===== src/rtl/firebird7_in_gate1_tdr_pkg.sv =====
// Shared types and helpers for the gate1 IJTAG test data register.
// Operation decode gives capture > shift > update priority, all gated by segment select.
package firebird7_in_gate1_tdr_pkg;

   localparam int unsigned TDR_WIDTH = 3;
   localparam int unsigned TDR_LEN   = TDR_WIDTH + 1;
   localparam int unsigned SEL_BIT   = TDR_WIDTH;

   typedef struct packed {
      logic                 sel;
      logic [TDR_WIDTH-1:0] data;
   } tdr_word_t;

   typedef enum logic [1:0] {
      OP_HOLD    = 2'd0,
      OP_CAPTURE = 2'd1,
      OP_SHIFT   = 2'd2,
      OP_UPDATE  = 2'd3
   } tdr_op_e;

   // Only the highest-priority enable acts; a deselected segment always holds.
   function automatic tdr_op_e decode_op(input logic sel,
                                         input logic ce,
                                         input logic se,
                                         input logic ue);
      tdr_op_e op;
      op = OP_HOLD;
      if (sel) begin
         if (ce)      op = OP_CAPTURE;
         else if (se) op = OP_SHIFT;
         else if (ue) op = OP_UPDATE;
      end
      return op;
   endfunction

endpackage


===== src/rtl/firebird7_in_gate1_tessent_tdr_w3_16_if.sv =====
// IJTAG segment bundle between the scan network (master) and the TDR (slave).
// Also carries the mux-facing functional/select/data signals.
interface firebird7_in_gate1_tessent_tdr_w3_16_if #(
   parameter int unsigned WIDTH = 3
);

   logic             ijtag_sel;
   logic             ijtag_ce;
   logic             ijtag_se;
   logic             ijtag_ue;
   logic             ijtag_si;
   logic             ijtag_so;
   logic [WIDTH-1:0] functional_data_in;
   logic [WIDTH-1:0] ijtag_data_out;
   logic             ijtag_select_out;

   modport master (
      output ijtag_sel,
      output ijtag_ce,
      output ijtag_se,
      output ijtag_ue,
      output ijtag_si,
      output functional_data_in,
      input  ijtag_so,
      input  ijtag_data_out,
      input  ijtag_select_out
   );

   modport slave (
      input  ijtag_sel,
      input  ijtag_ce,
      input  ijtag_se,
      input  ijtag_ue,
      input  ijtag_si,
      input  functional_data_in,
      output ijtag_so,
      output ijtag_data_out,
      output ijtag_select_out
   );

endinterface


===== src/rtl/firebird7_in_gate1_tdr_cell.sv =====
// One capture/shift/update bit of the TDR: shift flop plus shadow update flop.
// Synchronous active-high reset clears the shift flop and loads UPD_RESET into the update flop.
module firebird7_in_gate1_tdr_cell
   import firebird7_in_gate1_tdr_pkg::*;
#(
   parameter logic UPD_RESET = 1'b0
) (
   input  logic    clk,
   input  logic    rst,
   input  tdr_op_e op,
   input  logic    cap_d,
   input  logic    si,
   output logic    so,
   output logic    upd_q
);

   logic shift_q;

   always_ff @(posedge clk) begin
      if (rst) begin
         shift_q <= 1'b0;
         upd_q   <= UPD_RESET;
      end else begin
         unique case (op)
            OP_CAPTURE: shift_q <= cap_d;
            OP_SHIFT:   shift_q <= si;
            OP_UPDATE:  upd_q   <= shift_q;
            default:    ;
         endcase
      end
   end

   assign so = shift_q;

endmodule


===== src/rtl/firebird7_in_gate1_tessent_tdr_w3_16.sv =====
// Gate1 IJTAG TDR driving the data mux select/data from a WIDTH+1 bit scan segment.
// Define TDR_CAPTURE_FUNCTIONAL_EN to capture {select, functional_data_in} instead of readback.
module firebird7_in_gate1_tessent_tdr_w3_16
   import firebird7_in_gate1_tdr_pkg::*;
#(
   parameter int unsigned      WIDTH        = TDR_WIDTH,
   parameter logic [WIDTH-1:0] DATA_RESET   = '0,
   parameter logic             SELECT_RESET = 1'b0
) (
   input logic                                    ijtag_tck,
   input logic                                    ijtag_reset,
   firebird7_in_gate1_tessent_tdr_w3_16_if.slave  tdr_if
);

   localparam logic [WIDTH:0] UPD_RESET = {SELECT_RESET, DATA_RESET};

   tdr_op_e        op;
   logic [WIDTH:0] shift_q;
   logic [WIDTH:0] upd_q;
   logic [WIDTH:0] cap_d;
   logic [WIDTH:0] chain_in;

   always_comb begin
      op = decode_op(tdr_if.ijtag_sel, tdr_if.ijtag_ce, tdr_if.ijtag_se, tdr_if.ijtag_ue);
   end

`ifdef TDR_CAPTURE_FUNCTIONAL_EN
   // Observe live functional data alongside the currently applied select.
   assign cap_d = {upd_q[WIDTH], tdr_if.functional_data_in};
`else
   logic unused_functional;
   assign unused_functional = ^tdr_if.functional_data_in;
   assign cap_d             = upd_q;
`endif

   // Serial path runs MSB to LSB: si enters the select bit, so leaves from bit 0.
   assign chain_in = {tdr_if.ijtag_si, shift_q[WIDTH:1]};

   for (genvar i = 0; i <= WIDTH; i++) begin : g_cell
      firebird7_in_gate1_tdr_cell #(
         .UPD_RESET (UPD_RESET[i])
      ) u_cell (
         .clk   (ijtag_tck),
         .rst   (ijtag_reset),
         .op    (op),
         .cap_d (cap_d[i]),
         .si    (chain_in[i]),
         .so    (shift_q[i]),
         .upd_q (upd_q[i])
      );
   end

   assign tdr_if.ijtag_so         = shift_q[0];
   assign tdr_if.ijtag_data_out   = upd_q[WIDTH-1:0];
   assign tdr_if.ijtag_select_out = upd_q[WIDTH];

endmodule


===== src/flat_wrapper.sv =====
// flat-port wrapper written by rule: the top's interface ports become plain ports
module firebird7_in_gate1_tessent_tdr_w3_16_flat import firebird7_in_gate1_tdr_pkg::*;
#(
   parameter int unsigned      WIDTH        = TDR_WIDTH,
   parameter logic [WIDTH-1:0] DATA_RESET   = '0,
   parameter logic             SELECT_RESET = 1'b0
)
  (ijtag_tck, ijtag_reset, tdr_if_ijtag_sel, tdr_if_ijtag_ce, tdr_if_ijtag_se, tdr_if_ijtag_ue, tdr_if_ijtag_si, tdr_if_functional_data_in, tdr_if_ijtag_so, tdr_if_ijtag_data_out, tdr_if_ijtag_select_out);
  firebird7_in_gate1_tessent_tdr_w3_16_if #(.WIDTH(WIDTH)) tdr_if_i ();
  input logic ijtag_tck;
  input logic ijtag_reset;
  input wire logic [$bits(tdr_if_i.ijtag_sel)-1:0] tdr_if_ijtag_sel;
  input wire logic [$bits(tdr_if_i.ijtag_ce)-1:0] tdr_if_ijtag_ce;
  input wire logic [$bits(tdr_if_i.ijtag_se)-1:0] tdr_if_ijtag_se;
  input wire logic [$bits(tdr_if_i.ijtag_ue)-1:0] tdr_if_ijtag_ue;
  input wire logic [$bits(tdr_if_i.ijtag_si)-1:0] tdr_if_ijtag_si;
  input wire logic [$bits(tdr_if_i.functional_data_in)-1:0] tdr_if_functional_data_in;
  output wire logic [$bits(tdr_if_i.ijtag_so)-1:0] tdr_if_ijtag_so;
  output wire logic [$bits(tdr_if_i.ijtag_data_out)-1:0] tdr_if_ijtag_data_out;
  output wire logic [$bits(tdr_if_i.ijtag_select_out)-1:0] tdr_if_ijtag_select_out;
  assign tdr_if_i.ijtag_sel = tdr_if_ijtag_sel;
  assign tdr_if_i.ijtag_ce = tdr_if_ijtag_ce;
  assign tdr_if_i.ijtag_se = tdr_if_ijtag_se;
  assign tdr_if_i.ijtag_ue = tdr_if_ijtag_ue;
  assign tdr_if_i.ijtag_si = tdr_if_ijtag_si;
  assign tdr_if_i.functional_data_in = tdr_if_functional_data_in;
  assign tdr_if_ijtag_so = tdr_if_i.ijtag_so;
  assign tdr_if_ijtag_data_out = tdr_if_i.ijtag_data_out;
  assign tdr_if_ijtag_select_out = tdr_if_i.ijtag_select_out;
  firebird7_in_gate1_tessent_tdr_w3_16 #(.WIDTH(WIDTH), .DATA_RESET(DATA_RESET), .SELECT_RESET(SELECT_RESET)) u_core (.ijtag_tck(ijtag_tck), .ijtag_reset(ijtag_reset), .tdr_if(tdr_if_i));
endmodule

===== config.mk =====
export PLATFORM = sky130hd
export DESIGN_NAME = firebird7_in_gate1_tessent_tdr_w3_16_flat
export DESIGN_NICKNAME = d
export VERILOG_FILES = /design/src/rtl/firebird7_in_gate1_tdr_pkg.sv /design/src/rtl/firebird7_in_gate1_tessent_tdr_w3_16_if.sv /design/src/rtl/firebird7_in_gate1_tdr_cell.sv /design/src/rtl/firebird7_in_gate1_tessent_tdr_w3_16.sv /design/src/flat_wrapper.sv
export SDC_FILE = /design/constraint.sdc
export NUM_CORES = 1
export LEC_CHECK = 0
export CORE_AREA = 2 2 39 41
export CTS_CLUSTER_DIAMETER = 30
export DETAILED_ROUTE_END_ITERATION = 8
export DIE_AREA = 0 0 41 43
export HOLD_SLACK_MARGIN = 0.15
export PLACE_DENSITY = 0.67
export SLEW_MARGIN = 25
export SYNTH_ARGS = -nofsm -noshare
export SYNTH_HDL_FRONTEND = slang
export SYNTH_HIERARCHICAL = 1
export SYNTH_SLANG_ARGS = --single-unit
export TNS_END_PERCENT = 1

===== constraint.sdc =====
create_clock -name ijtag_tck -period 1.7 [get_ports ijtag_tck]
set_input_delay 0.255 -clock ijtag_tck [delete_from_list [all_inputs] [get_ports ijtag_tck]]
set_output_delay 0.255 -clock ijtag_tck [all_outputs]
set_load 0.005 [all_outputs]

## Word-level counts from Yosys, hierarchy flattened

Index checks and enable logic that the tools add are counted.

| cells by class | value |
|---|---|
| equality and inequality tests | 3 |
| multiplexer cells | 8 |
| reduce and logical (&&, ||, !) cells | 1 |

Operators with widths:

| kind | count |
|---|---|
| 2-to-1 mux 2 bit | 4 |
| one-hot mux 1 bit (2 select lines) | 4 |
| == test 2 bit (second input constant) | 2 |
| == test 2 x 1 -> 1 bit (second input constant) | 1 |
| nonzero test 2 bit | 1 |

| word-level totals | value |
|---|---|
| register bits after elaboration | 8 |
| word-level logic and storage cells | 20 |

## Depth between registers and ports, before layout

Gate-level depths: netlist of run 1.

| logic depth | value |
|---|---|
| depth in word-level cells | 6 |
| depth in mapped cells | 6 |
| mapped depth without buffers | 6 |

## Cells and area by module

Netlist of run 1, hierarchy kept.

By module, submodules not included:

| module | instances | cells each | area each (um^2) | seq. area each (um^2) |
|---|---|---|---|---|
| firebird7_in_gate1_tdr_cell | 4 | 11 | 115.1 | 40.0 |
| firebird7_in_gate1_tessent_tdr_w3_16 | 1 | 4 | 25.0 | 0.0 |

## Worst setup path after synthesis of run 1

No wires, ideal clock.

| timing path | value |
|---|---|
| kind | in2reg |
| from | in tdr_if_ijtag_se |
| to | reg u_core.g_cell[0].u_cell.shift_q |
| arrival time | 1524 ps |
| data required time | 1621 ps |
| path slack | 97 ps |
| cell stages on the path | 5 |
| path buffers | 0 |
| cell sequence | nor2_1 -> nor3b_1 -> ha_1 -> nor2b_1 -> a211oi_2 |

| on the way | value |
|---|---|
| word-level cells in the longest chain between the ends | 5 |
| elaborated cells on any way between the ends | 7 |

Ends and longest elaborated chain:

| what | line | RTL |
|---|---|---|
| start: declaration | flat_wrapper.sv:14 | `input wire logic [$bits(tdr_if_i.ijtag_se)-1:0] tdr_if_ijtag_se;` |
| 2-to-1 mux 2 bit (*) | firebird7_in_gate1_tdr_pkg.sv:30 | `else if (se) op = OP_SHIFT;` |
| 2-to-1 mux 2 bit (*) | firebird7_in_gate1_tdr_pkg.sv:29 | `if (ce) op = OP_CAPTURE;` |
| 2-to-1 mux 2 bit (*) | firebird7_in_gate1_tdr_pkg.sv:28 | `if (sel) begin` |
| net u_core.op[1] | firebird7_in_gate1_tessent_tdr_w3_16.sv:17 | `tdr_op_e op;` |
| == test 2 bit or == test 2 x 1 -> 1 bit (tied branches) | firebird7_in_gate1_tdr_cell.sv:24 | `unique case (op)` |
| one-hot mux 1 bit (2 select lines) or nonzero test 2 bit (tied branches) | -- |  |
| end signal: assignment | firebird7_in_gate1_tdr_cell.sv:25 | `OP_CAPTURE: shift_q <= cap_d;` |
| end signal: assignment | firebird7_in_gate1_tdr_cell.sv:26 | `OP_SHIFT: shift_q <= si;` |
| end: declaration | firebird7_in_gate1_tdr_cell.sv:17 | `logic shift_q;` |

Mark *: on every way through the listed nets, which the timed path passes. The rest lies on a longest branch.
A chain may end at the register's enable or synchronous reset.

## Final worst setup path of run 1

| timing path | value |
|---|---|
| from | in tdr_if_ijtag_ue |
| to | reg u_core.g_cell[0].u_cell.shift_q |

| on the way | value |
|---|---|
| word-level cells in the longest chain between the ends | 6 |
| elaborated cells on any way between the ends | 8 |

Ends and longest elaborated chain:

| what | line | RTL |
|---|---|---|
| start: declaration | flat_wrapper.sv:15 | `input wire logic [$bits(tdr_if_i.ijtag_ue)-1:0] tdr_if_ijtag_ue;` |
| 2-to-1 mux 2 bit (*) | firebird7_in_gate1_tdr_pkg.sv:31 | `else if (ue) op = OP_UPDATE;` |
| 2-to-1 mux 2 bit (*) | firebird7_in_gate1_tdr_pkg.sv:30 |  |
| 2-to-1 mux 2 bit (*) | firebird7_in_gate1_tdr_pkg.sv:29 |  |
| 2-to-1 mux 2 bit (*) | firebird7_in_gate1_tdr_pkg.sv:28 |  |
| net u_core.op[0] | firebird7_in_gate1_tessent_tdr_w3_16.sv:17 |  |
| == test 2 bit or == test 2 x 1 -> 1 bit (tied branches) | firebird7_in_gate1_tdr_cell.sv:24 |  |
| one-hot mux 1 bit (2 select lines) or nonzero test 2 bit (tied branches) | -- |  |

Marked as above.

==> results.md, run 1 <==
* Status: finished clean
* Synth warnings at 6
* DRC Markers at 0
* Layout cell share with drive strength beyond 1 at 0.182
* Net Sw Frac at 0.255
* Worst-margin pin slew at 396 ps
* Static leakage at 0.294 nW
* Synth Register Bits at 8
* Avg WL per Cell at 10.3 um
* Initial antenna violation count at 0
* Top cell type by total area after synthesis: dfxtp_1
* Post-Syn Instances at 48
* Worst vdd ir at 0.000310 V
* Vias in the first global route at 345
* Worst reg-to-reg path cell count at 2
* Setup crit end: u_core/g_cell[0].u_cell/so$_SDFFE_PP0P_
* Post-synth EDFFs at 0
* Dominant synthesized flop cell: dfxtp_1
* Syn Std Cell Area at 485 um2
* Cell variety after synth at 9
* Unrepaired setup endpoints after global routing: no
* CP startpoint: tdr_if_ijtag_ue
* Hold/Removal Path Class: register to register
* Largest cells by area after synthesis: dfxtp_1 (33%), ha_1 (21%), mux2i_1 (16%)
* Gp weighted congestion at 0.664
* Fin nets at 86
* Vias per cell at 4.48
* Clock Path Buffers at 2
* Post-route ant nets at 0
* Fmax at 0.635 GHz
* Vias at 367
* Core footprint at 1380 um2
* Largest net degree at the start of global routing at 9
* Final Hold Fails at 0
* TritonCTS buffer count at 3
* Design area at 669 um2
* Initial core utilization at 0.351
* Top-area cell type share of the netlist area at 0.330
* Post-CTS Setup Bufs at 0
* R2R Path End: u_core/g_cell[0].u_cell/so$_SDFFE_PP0P_
* Final setup violation count at 0
* CTS tree: yes
* Mean Syn Cell Area at 10.1 um2
* Clock Latency Late Sink at 250 ps
* DR iter-0 viols at 0
* Post-CTS sizing at 0
* Placed Area at 646 um2
* Die Height at 43 um
* Die area at 1760 um2
* Post-layout util at 0.484
* Area growth from synthesis to layout at 37.9%
* Setup CP Type: input port to register
* Filler Cells Inserted at 135
* Crit. End Element: register
* Clock-pin slew on the worst setup and hold paths at 60 ps
* Clk_skew at 4.46 ps
* R2r startpoint: u_core/g_cell[1].u_cell/so$_SDFFE_PP0P_
* CTS Root Cell: clkbuf_4
* Sequential Power Share at 0.460
* Synthesized Nets at 66
* CP startpoint kind: input port
* H-tree depth at 1
* Cell count after placement at 79
* R2R Setup Slk at 970 ps
* Pwr per Cell Area at 668 nW/um2
* Critical Path AT at 1750 ps
* Tmin final at 1570 ps
* Seq/Total Area, Yosys at 0.330
* PortBufs at 11
* DR pass1 iterations at 1
* Global-route wire length before repair at 1390 um
* HPWL after detailed placement at 632 um
* Row count at 14
* Top post-synthesis cells by count: dfxtp_1 (8), ha_1 (8), inv_1 (8), mux2i_1 (8)
* Clk pwr share at 0.328
* Sum of negative setup slack at 0 ps
* Cts hold-fix bufs at 0
* Cell Count, Final, Fillers Out at 82
* GRT Overall Usage at 0.126
* Async SR Flop Fraction at 0
* Grt total ovfl at 0
* Relative slew slack at 0.735
* Die span in x at 41 um
* Total clock sinks at 8
* Cell-internal power at 0.333 mW
* Crit path max fanout at 8
* Top Ports at 15
* Inserted Diodes at 0
* Tcrit/Tclk final at 0.926
* Max-cap violations at 0
* Hold path cells at 2
* Slew Limit Fails at 0
* Req. time, crit path at 1880 ps
* Drt total wl at 848 um
* Switching Power at 0.114 mW
* Combinational power share at 0.211
==> final cells by class <==
| type | count | area (um2) | area share |
|---|---|---|---|
| Timing Repair Buffer | 15 | 140 | 0.209 |
| Clock buffer | 3 | 22.5 | 0.0336 |
| Tap cell | 16 | 20.0 | 0.0299 |
| Multi-Input combinational cell | 32 | 297 | 0.443 |
| Inverter | 8 | 30.0 | 0.0449 |
| Sequential cell | 8 | 160 | 0.239 |
==> flip-flops by register name, indices dropped and copies added (netlist names) <==
| register | cells |
|---|---|
| u_core/g_cell.u_cell/so | 4 |
| u_core/g_cell.u_cell/upd_q | 4 |
==> how the worst min path moves through the flow <==
stage / from / endpoint / slack (ps)
after global placement: u_core/g_cell[2].u_cell/upd_q$_SDFFE_PP0N_ / u_core/g_cell[2].u_cell/upd_q$_SDFFE_PP0N_ / 510
after global routing: u_core/g_cell[0].u_cell/upd_q$_SDFFE_PP0N_ / u_core/g_cell[0].u_cell/upd_q$_SDFFE_PP0N_ / 570
final: u_core/g_cell[3].u_cell/upd_q$_SDFFE_PP0N_ / u_core/g_cell[3].u_cell/upd_q$_SDFFE_PP0N_ / 520
after floorplan: ijtag_reset / u_core/g_cell[0].u_cell/so$_SDFFE_PP0P_ / 320
after CTS: u_core/g_cell[3].u_cell/upd_q$_SDFFE_PP0N_ / u_core/g_cell[3].u_cell/upd_q$_SDFFE_PP0N_ / 520
after detailed placement: u_core/g_cell[3].u_cell/upd_q$_SDFFE_PP0N_ / u_core/g_cell[3].u_cell/upd_q$_SDFFE_PP0N_ / 510
==> power by group through the flow <==
| stage | Combinational [mW] | Clock [mW] | Sequential, mW |
|---|---|---|---|
| 2_1_floorplan | 0.0538 | 0 | 0.208 |
| 3_3_place_gp | 0.0921 | 0 | 0.210 |
| 3_5_place_dp | 0.0942 | 0 | 0.210 |
| 4_1_cts | 0.0946 | 0.155 | 0.206 |
| 5_1_grt | 0.105 | 0.173 | 0.207 |
| 6_report | 0.0944 | 0.147 | 0.206 |
==> layout by cell type (no fill, tap or decap) <==
cell             Yosys  final
a211oi_2             4      4
buf_4                0      4
clkbuf_4             0      3
clkdlybuf4s50_1      0     11
dfxtp_1              8      8
ha_1                 8      8
inv_1                8      8
mux2i_1              8      8
nor2_1               5      5
nor2b_1              5      5
nor3b_1              1      1
o21a_2               0      1
==> through the flow <==
stage | power (mW) | hold WS (ps) | worst slack (ps)
after floorplan | 0.262 | 320 | 96.5
after global placement | 0.303 | 505 | -220
after detailed placement | 0.304 | 511 | -236
after CTS | 0.455 | 524 | 27.2
after global routing | 0.485 | 567 | 12.6
final | 0.447 | 519 | 125
==> critical path, stage by stage <==
cell,delay [ps]
clkdlybuf4s50_1,470
nor2b_1,130
o21a_2,210
inv_1,60
ha_1,300
nor2b_1,140
a211oi_2,180
==> metal layers <==
metal  wire length [um]  GRT usage  part of all wire  vias to the layer above
li1                   -          -                 -                      197
met5                  0          0                 0                        -
met1                358      0.137              0.42                      162
met2                430      0.175              0.51                        6
met3                 37     0.0314             0.044                        2
met4                 22      0.140             0.026                        0
==> logic make-up (layout without fill, tap and decap cells) <==
logic type / after synthesis / count (layout) / share of synthesized area
adders and majority gates: 8 / 8 / 0.206
and+or+nand+nor: 11 / 11 / 0.119
AOI/OAI and AO/OA: 5 / 5 / 0.119
muxes: 8 / 8 / 0.165
DFF: 8 / 8 / 0.330
buffers and inverters: 8 / 26 / 0.0619
No activity file was read; power rests on OpenSTA's default activity.
==> run 2, diff against run 1 <==
--- a/config.mk
+++ b/config.mk
@@ -11,5 +11,5 @@
 export DIE_AREA = 0 0 41 43
 export HOLD_SLACK_MARGIN = 0.15
-export PLACE_DENSITY = 0.67
+export RECOVER_POWER = 50
 export SLEW_MARGIN = 25
 export SYNTH_ARGS = -nofsm -noshare
==> constraint.sdc (replaced) <==
create_clock -name ijtag_tck -period 1.6 [get_ports ijtag_tck]
set_input_delay 0.32 -clock ijtag_tck [delete_from_list [all_inputs] [get_ports ijtag_tck]]
set_output_delay 0.32 -clock ijtag_tck [all_outputs]
set_load 0.005 [all_outputs]
==> results.md, run 2 (synthesis results as in run 1) <==
* Status: finished clean
* Final Hold Fails at 0 (unchanged)
* Placed Area at 643 um2 (-0.39%)
* Slowest-stage cell, CP: clkdlybuf4s50_1
* Crit-path cells: clkdlybuf4s50_1 -> nor3b_2 -> buf_6 -> ha_1 -> nor2b_1 -> a211oi_2
* Hold/Removal Path Class: register to register
* Core footprint at 1380 um2 (unchanged)
* CTS Root Cell: clkbuf_4
* Initial antenna violation count at 0 (unchanged)
* Clock Path Buffers at 2 (unchanged)
* HPWL after detailed placement at 642 um (+1.5%)
* Vias per cell at 4.57 (+2.1%)
* Fin nets at 85 (-1.2%)
* Pwr per Cell Area at 681 nW/um2 (+2.0%)
* Clk pwr share at 0.321 (-0.007)
* Initial core utilization at 0.351 (unchanged)
* Critical Path AT at 1690 ps (-60 ps)
* Cell-internal power at 0.355 mW (+6.7%)
* Static leakage at 0.330 nW (+12%)
* DR pass1 iterations at 1 (unchanged)
* Req. time, crit path at 1770 ps (-110 ps)
* Grt met3 use at 0.0157 (-0.0157)
* Worst vdd ir at 0.000385 V (+24%)
* Die area at 1760 um2 (unchanged)
* Vias in the first global route at 345 (unchanged)
* H-tree depth at 1 (unchanged)
* Tcrit/Tclk final at 0.946
* Die span in x at 41 um (unchanged)
* Drt total wl at 827 um (-2.5%)
* Crit path buf inv count at 2 (unchanged)
* Post-CTS Setup Bufs at 0 (unchanged)
* Vias at 370 (+0.82%)
* Top Ports at 15 (unchanged)
* Met2 usage at 0.172 (-0.00312)
* Design area at 696 um2 (+3.9%)
* CP startpoint kind: input port
* Post-route ant nets at 0 (unchanged)
* GR peak layer: met2
* Global-route wire length before repair at 1280 um (-8.4%)
* Cts hold-fix bufs at 0 (unchanged)
* Unrepaired setup endpoints after global routing: no
* GRT Overall Usage at 0.116 (-0.0102)
* Worst-margin pin slew at 369 ps (-27.4 ps)
* Clock-pin slew on the worst setup and hold paths at 50 ps (about the same)
* DR iter-0 viols at 0 (unchanged)
* Met1 usage at 0.127 (-0.0102)
* CP delay by family, top: buffers and inverters
* Slowest stage delay, CP at 460 ps (about the same)
* Area of the multi-input gates at 322 um2 (+8.4%)
* Clock Latency Late Sink at 250 ps (about the same)
* Filler Cells Inserted at 147 (+8.9%)
* Slew Limit Fails at 0 (unchanged)
* Layout cell share with drive strength beyond 1 at 0.215 (+0.0336)
* Max-cap violations at 0 (unchanged)
* Grt total ovfl at 0 (unchanged)
* Total clock sinks at 8 (unchanged)
* Area growth from synthesis to layout at 43.3%
* Most frequent cells in the layout: inv_1 (8), mux2i_1 (8), dfxtp_1 (8)
* Tmin final at 1510 ps
* Sequential Power Share at 0.461 (about the same)
* Gp weighted congestion at 0.609 (-8.4%)
* Crit. End Element: register
* Clk_skew at 1.90 ps (-2.57 ps)
* FF/Latch Area at 160 um2 (unchanged)
* Relative slew slack at 0.754 (+0.0183)
* Crit path max fanout at 8 (unchanged)
* Inserted Diodes at 0 (unchanged)
* DRC Markers at 0 (unchanged)
* Sum of negative setup slack at 0 ps (unchanged)
* TritonCTS buffer count at 3 (unchanged)
* Switching Power at 0.119 mW (+4.0%)
* Largest net degree at the start of global routing at 9 (unchanged)
* Final setup violation count at 0 (unchanged)
* Avg WL per Cell at 10.2 um (-1.3%)
* PortBufs at 11 (unchanged)
* CTS tree: yes
* Combinational power share at 0.218 (+0.007)
* Setup CP Type: input port to register
* Fmax at 0.661 GHz
* Net Sw Frac at 0.251 (-0.00478)
* Row count at 14 (unchanged)
* Die Height at 43 um (unchanged)
## run 2: worst register-to-register path, stage by stage (launching register included)
cell and delay, ps:
dfxtp_1 350, mux2i_1 100, a211oi_2 210
## run 2: what timing repair did
action,in CTS,in global routing
gates resized for setup,2,5
setup endpoints to repair,4,7
pin swaps,3,2
## run 2: path summary, 6_finish.rpt
kind / from / end / slack [ps] / cells after the start
max: tdr_if_ijtag_sel / u_core/g_cell[3].u_cell/so$_SDFFE_PP0P_ / 90 / 6
min: u_core/g_cell[1].u_cell/upd_q$_SDFFE_PP0N_ / u_core/g_cell[1].u_cell/upd_q$_SDFFE_PP0N_ / 520 / 2
min reg2reg: u_core/g_cell[1].u_cell/upd_q$_SDFFE_PP0N_ / u_core/g_cell[1].u_cell/upd_q$_SDFFE_PP0N_ / 520 / 2
max reg2reg: u_core/g_cell[1].u_cell/so$_SDFFE_PP0P_ / u_core/g_cell[0].u_cell/so$_SDFFE_PP0P_ / 870 / 2
## run 2: cell type report
type / instances / area share
sequential: 8 / 0.230
clock buffer: 3 / 0.0324
inverter: 8 / 0.0432
tap: 16 / 0.0288
multi-input combinational: 32 / 0.462
timing repair buffer: 14 / 0.203
## run 2: through the flow
step	util	power [mW]	instances	hold slack, ps	worst slack, ps
floorplan	-	0.279	48	385	192
global placement	0.465	0.321	78	508	-317
detailed placement	0.465	0.322	78	513	-340
CTS	0.491	0.492	81	531	1.24
global route	0.503	0.512	81	577	6.99
finish	0.503	0.474	81	515	86.7
## run 2: layer usage
| layer | vias to the layer above | wire length [um] |
|---|---|---|
| met1 | 166 | 361 |
| met5 | - | 0 |
| li1 | 196 | - |
| met4 | 0 | 8 |
| met3 | 2 | 47 |
| met2 | 6 | 410 |
## run 2: power groups by stage
stage	logic, mW	registers (mW)	clock network (mW)
floorplan	0.0580	0.221	0
global placement	0.0975	0.224	0
detailed placement	0.0989	0.224	0
CTS	0.103	0.219	0.169
global route	0.115	0.221	0.177
finish	0.103	0.219	0.152
==> run 3, diff against run 2 <==
PLACE_DENSITY = 0.67   (was unset)
clock period = 1.35 ns   (was 1.6 ns; I/O delays follow)
==> results.md, run 3 (synthesis results as in run 1) <==
* Status: finished clean
* Initial core utilization at 0.351 (unchanged)
* Die Height at 43 um (unchanged)
* Critical Path AT at 1430 ps (-260 ps)
* Vias per cell at 4.64 (+1.6%)
* Pwr per Cell Area at 781 nW/um2 (+15%)
* Gp weighted congestion at 0.688 (+13%)
* Place WS at -521 ps (-181 ps)
* PortBufs at 11 (unchanged)
* Setup CP Type: input port to register
* DR iter-0 viols at 2 (+2)
* H-tree depth at 1 (unchanged)
* Vias in the first global route at 379 (+9.9%)
* Relative slew slack at 0.761 (+0.00723)
* Worst-margin pin slew at 358 ps (-10.8 ps)
* Die span in x at 41 um (unchanged)
* Hold_ws at 499 ps (-16.8 ps)
* Die area at 1760 um2 (unchanged)
* Clock-pin slew on the worst setup and hold paths at 50 ps (about the same)
* Post-CTS Setup Bufs at 0 (unchanged)
* Met1 usage at 0.140 (+0.0130)
* Filler Cells Inserted at 130 (-12%)
* Core footprint at 1380 um2 (unchanged)
* Req. time, crit path at 1470 ps (-300 ps)
* Tmin final at 1310 ps
* Largest net degree at the start of global routing at 9 (unchanged)
* Top Ports at 15 (unchanged)
* Inserted Diodes at 0 (unchanged)
* Layout cell share with drive strength beyond 1 at 0.385 (+0.169)
* DR pass1 iterations at 2 (+1)
* Total clock sinks at 8 (unchanged)
* Clock Path Buffers at 2 (unchanged)
* CTS Root Cell: clkbuf_4
* Worst vdd ir at 0.000409 V (+6.1%)
* Area growth from synthesis to layout at 48.7%
* Max-cap violations at 0 (unchanged)
* Slew Limit Fails at 0 (unchanged)
* Unrepaired setup endpoints after global routing: yes
* CTS tree: yes
* Clk_skew at 2.13 ps (+0.235 ps)
* CP startpoint kind: input port
* Initial antenna violation count at 0 (unchanged)
* Cts hold-fix bufs at 0 (unchanged)
* Grt met3 use at 0.0314 (+0.0157)
* Grt total ovfl at 0 (unchanged)
* Met2 usage at 0.191 (+0.0187)
* Most frequent cells in the layout: dlygate4sd2_1 (8), mux2i_1 (8), dfxtp_1 (7)
* HPWL after detailed placement at 620 um (-3.4%)
* Hold/Removal Path Class: register to register
* Avg WL per Cell at 10.3 um (+1.2%)
* Vias at 376 (+1.6%)
* Post-route ant nets at 0 (unchanged)
* Fin worst setup slack at 41.9 ps (-44.8 ps)
* Crit. End Element: register
* Row count at 14 (unchanged)
* Crit path max fanout at 6 (-2)
* Fin nets at 85 (unchanged)
* GRT Overall Usage at 0.126 (+0.0101)
* Global-route wire length before repair at 1440 um (+13%)
* Drt total wl at 837 um (+1.2%)
* GR peak layer: met2
* Final Hold Fails at 0 (unchanged)
* Fmax at 0.764 GHz
* Clock Latency Late Sink at 240 ps (about the same)
* Tcrit/Tclk final at 0.969
* DRC Markers at 0 (unchanged)
* Static leakage at 0.316 nW (-4.0%)
* TritonCTS buffer count at 3 (unchanged)
* Final setup violation count at 0 (unchanged)
==> run 3: cell count changes in the layout (fill, tap and decap cells not counted), sizes merged <==
| cell | change |
|---|---|
| dlygate4sd3 | -4 |
| clkdlybuf4s50 | -3 |
| dlymetal6s2s | -2 |
| dlygate4sd2 | +8 |
| clkdlybuf4s15 | +1 |
==> run 3: path summary, 6_finish.rpt <==
check                                              from                                          to  slack (ps)  depth (start not counted)
max                                     tdr_if_ijtag_ue  u_core/g_cell[2].u_cell/upd_q$_SDFFE_PP0N_          40                          7
min          u_core/g_cell[2].u_cell/upd_q$_SDFFE_PP0N_  u_core/g_cell[2].u_cell/upd_q$_SDFFE_PP0N_         500                          2
max reg2reg     u_core/g_cell[1].u_cell/so$_SDFFE_PP0P_     u_core/g_cell[0].u_cell/so$_SDFFE_PP0P_         610                          2
min reg2reg  u_core/g_cell[2].u_cell/upd_q$_SDFFE_PP0N_  u_core/g_cell[2].u_cell/upd_q$_SDFFE_PP0N_         500                          2
==> run 3: repair_timing <==
action,in CTS,in global routing
pin swaps,6,3
setup endpoints to repair,13,8
resized for setup,20,6
==> run 3: power breakdown <==
part,internal (mW),total (mW),switching [mW]
clock network,0.101,0.172,0.0708
registers,0.250,0.260,0.0103
logic,0.0729,0.132,0.0592
total,0.424,0.564,0.140
==> run 3: area by class of cell <==
type / count / area [um2] / share of cell area
Timing Repair Buffer: 14 / 126 / 0.175
Inverter: 8 / 30.0 / 0.0416
Sequential cell: 8 / 161 / 0.224
Tap cell: 16 / 20.0 / 0.0277
Multi-Input combinational cell: 32 / 362 / 0.501
Clock buffer: 3 / 22.5 / 0.0312
==> run 3: worst max-delay path, stage by stage <==
cell	delay (ps)
dlygate4sd2_1	240
nor2b_1	120
o21a_2	240
buf_4	150
ha_1	200
mux2i_1	150
nor2_1	50
==> run 3: routing by layer <==
metal,vias to the layer above,part of all wire
met5,-,0
li1,198,-
met2,6,0.49
met1,170,0.44
met3,2,0.035
met4,0,0.030
==> run 3: metrics by stage <==
step            util  setup TNS, ps  power (mW)  cell area (um2)  std cells
2_1_floorplan      -          -29.1       0.331              490         48
3_3_place_gp   0.465          -3630       0.379              643         78
3_5_place_dp   0.465          -3730       0.382              643         78
4_1_cts        0.518              0       0.577              717         81
5_1_grt        0.522          -27.3       0.611              722         81
6_report       0.522              0       0.564              722         81
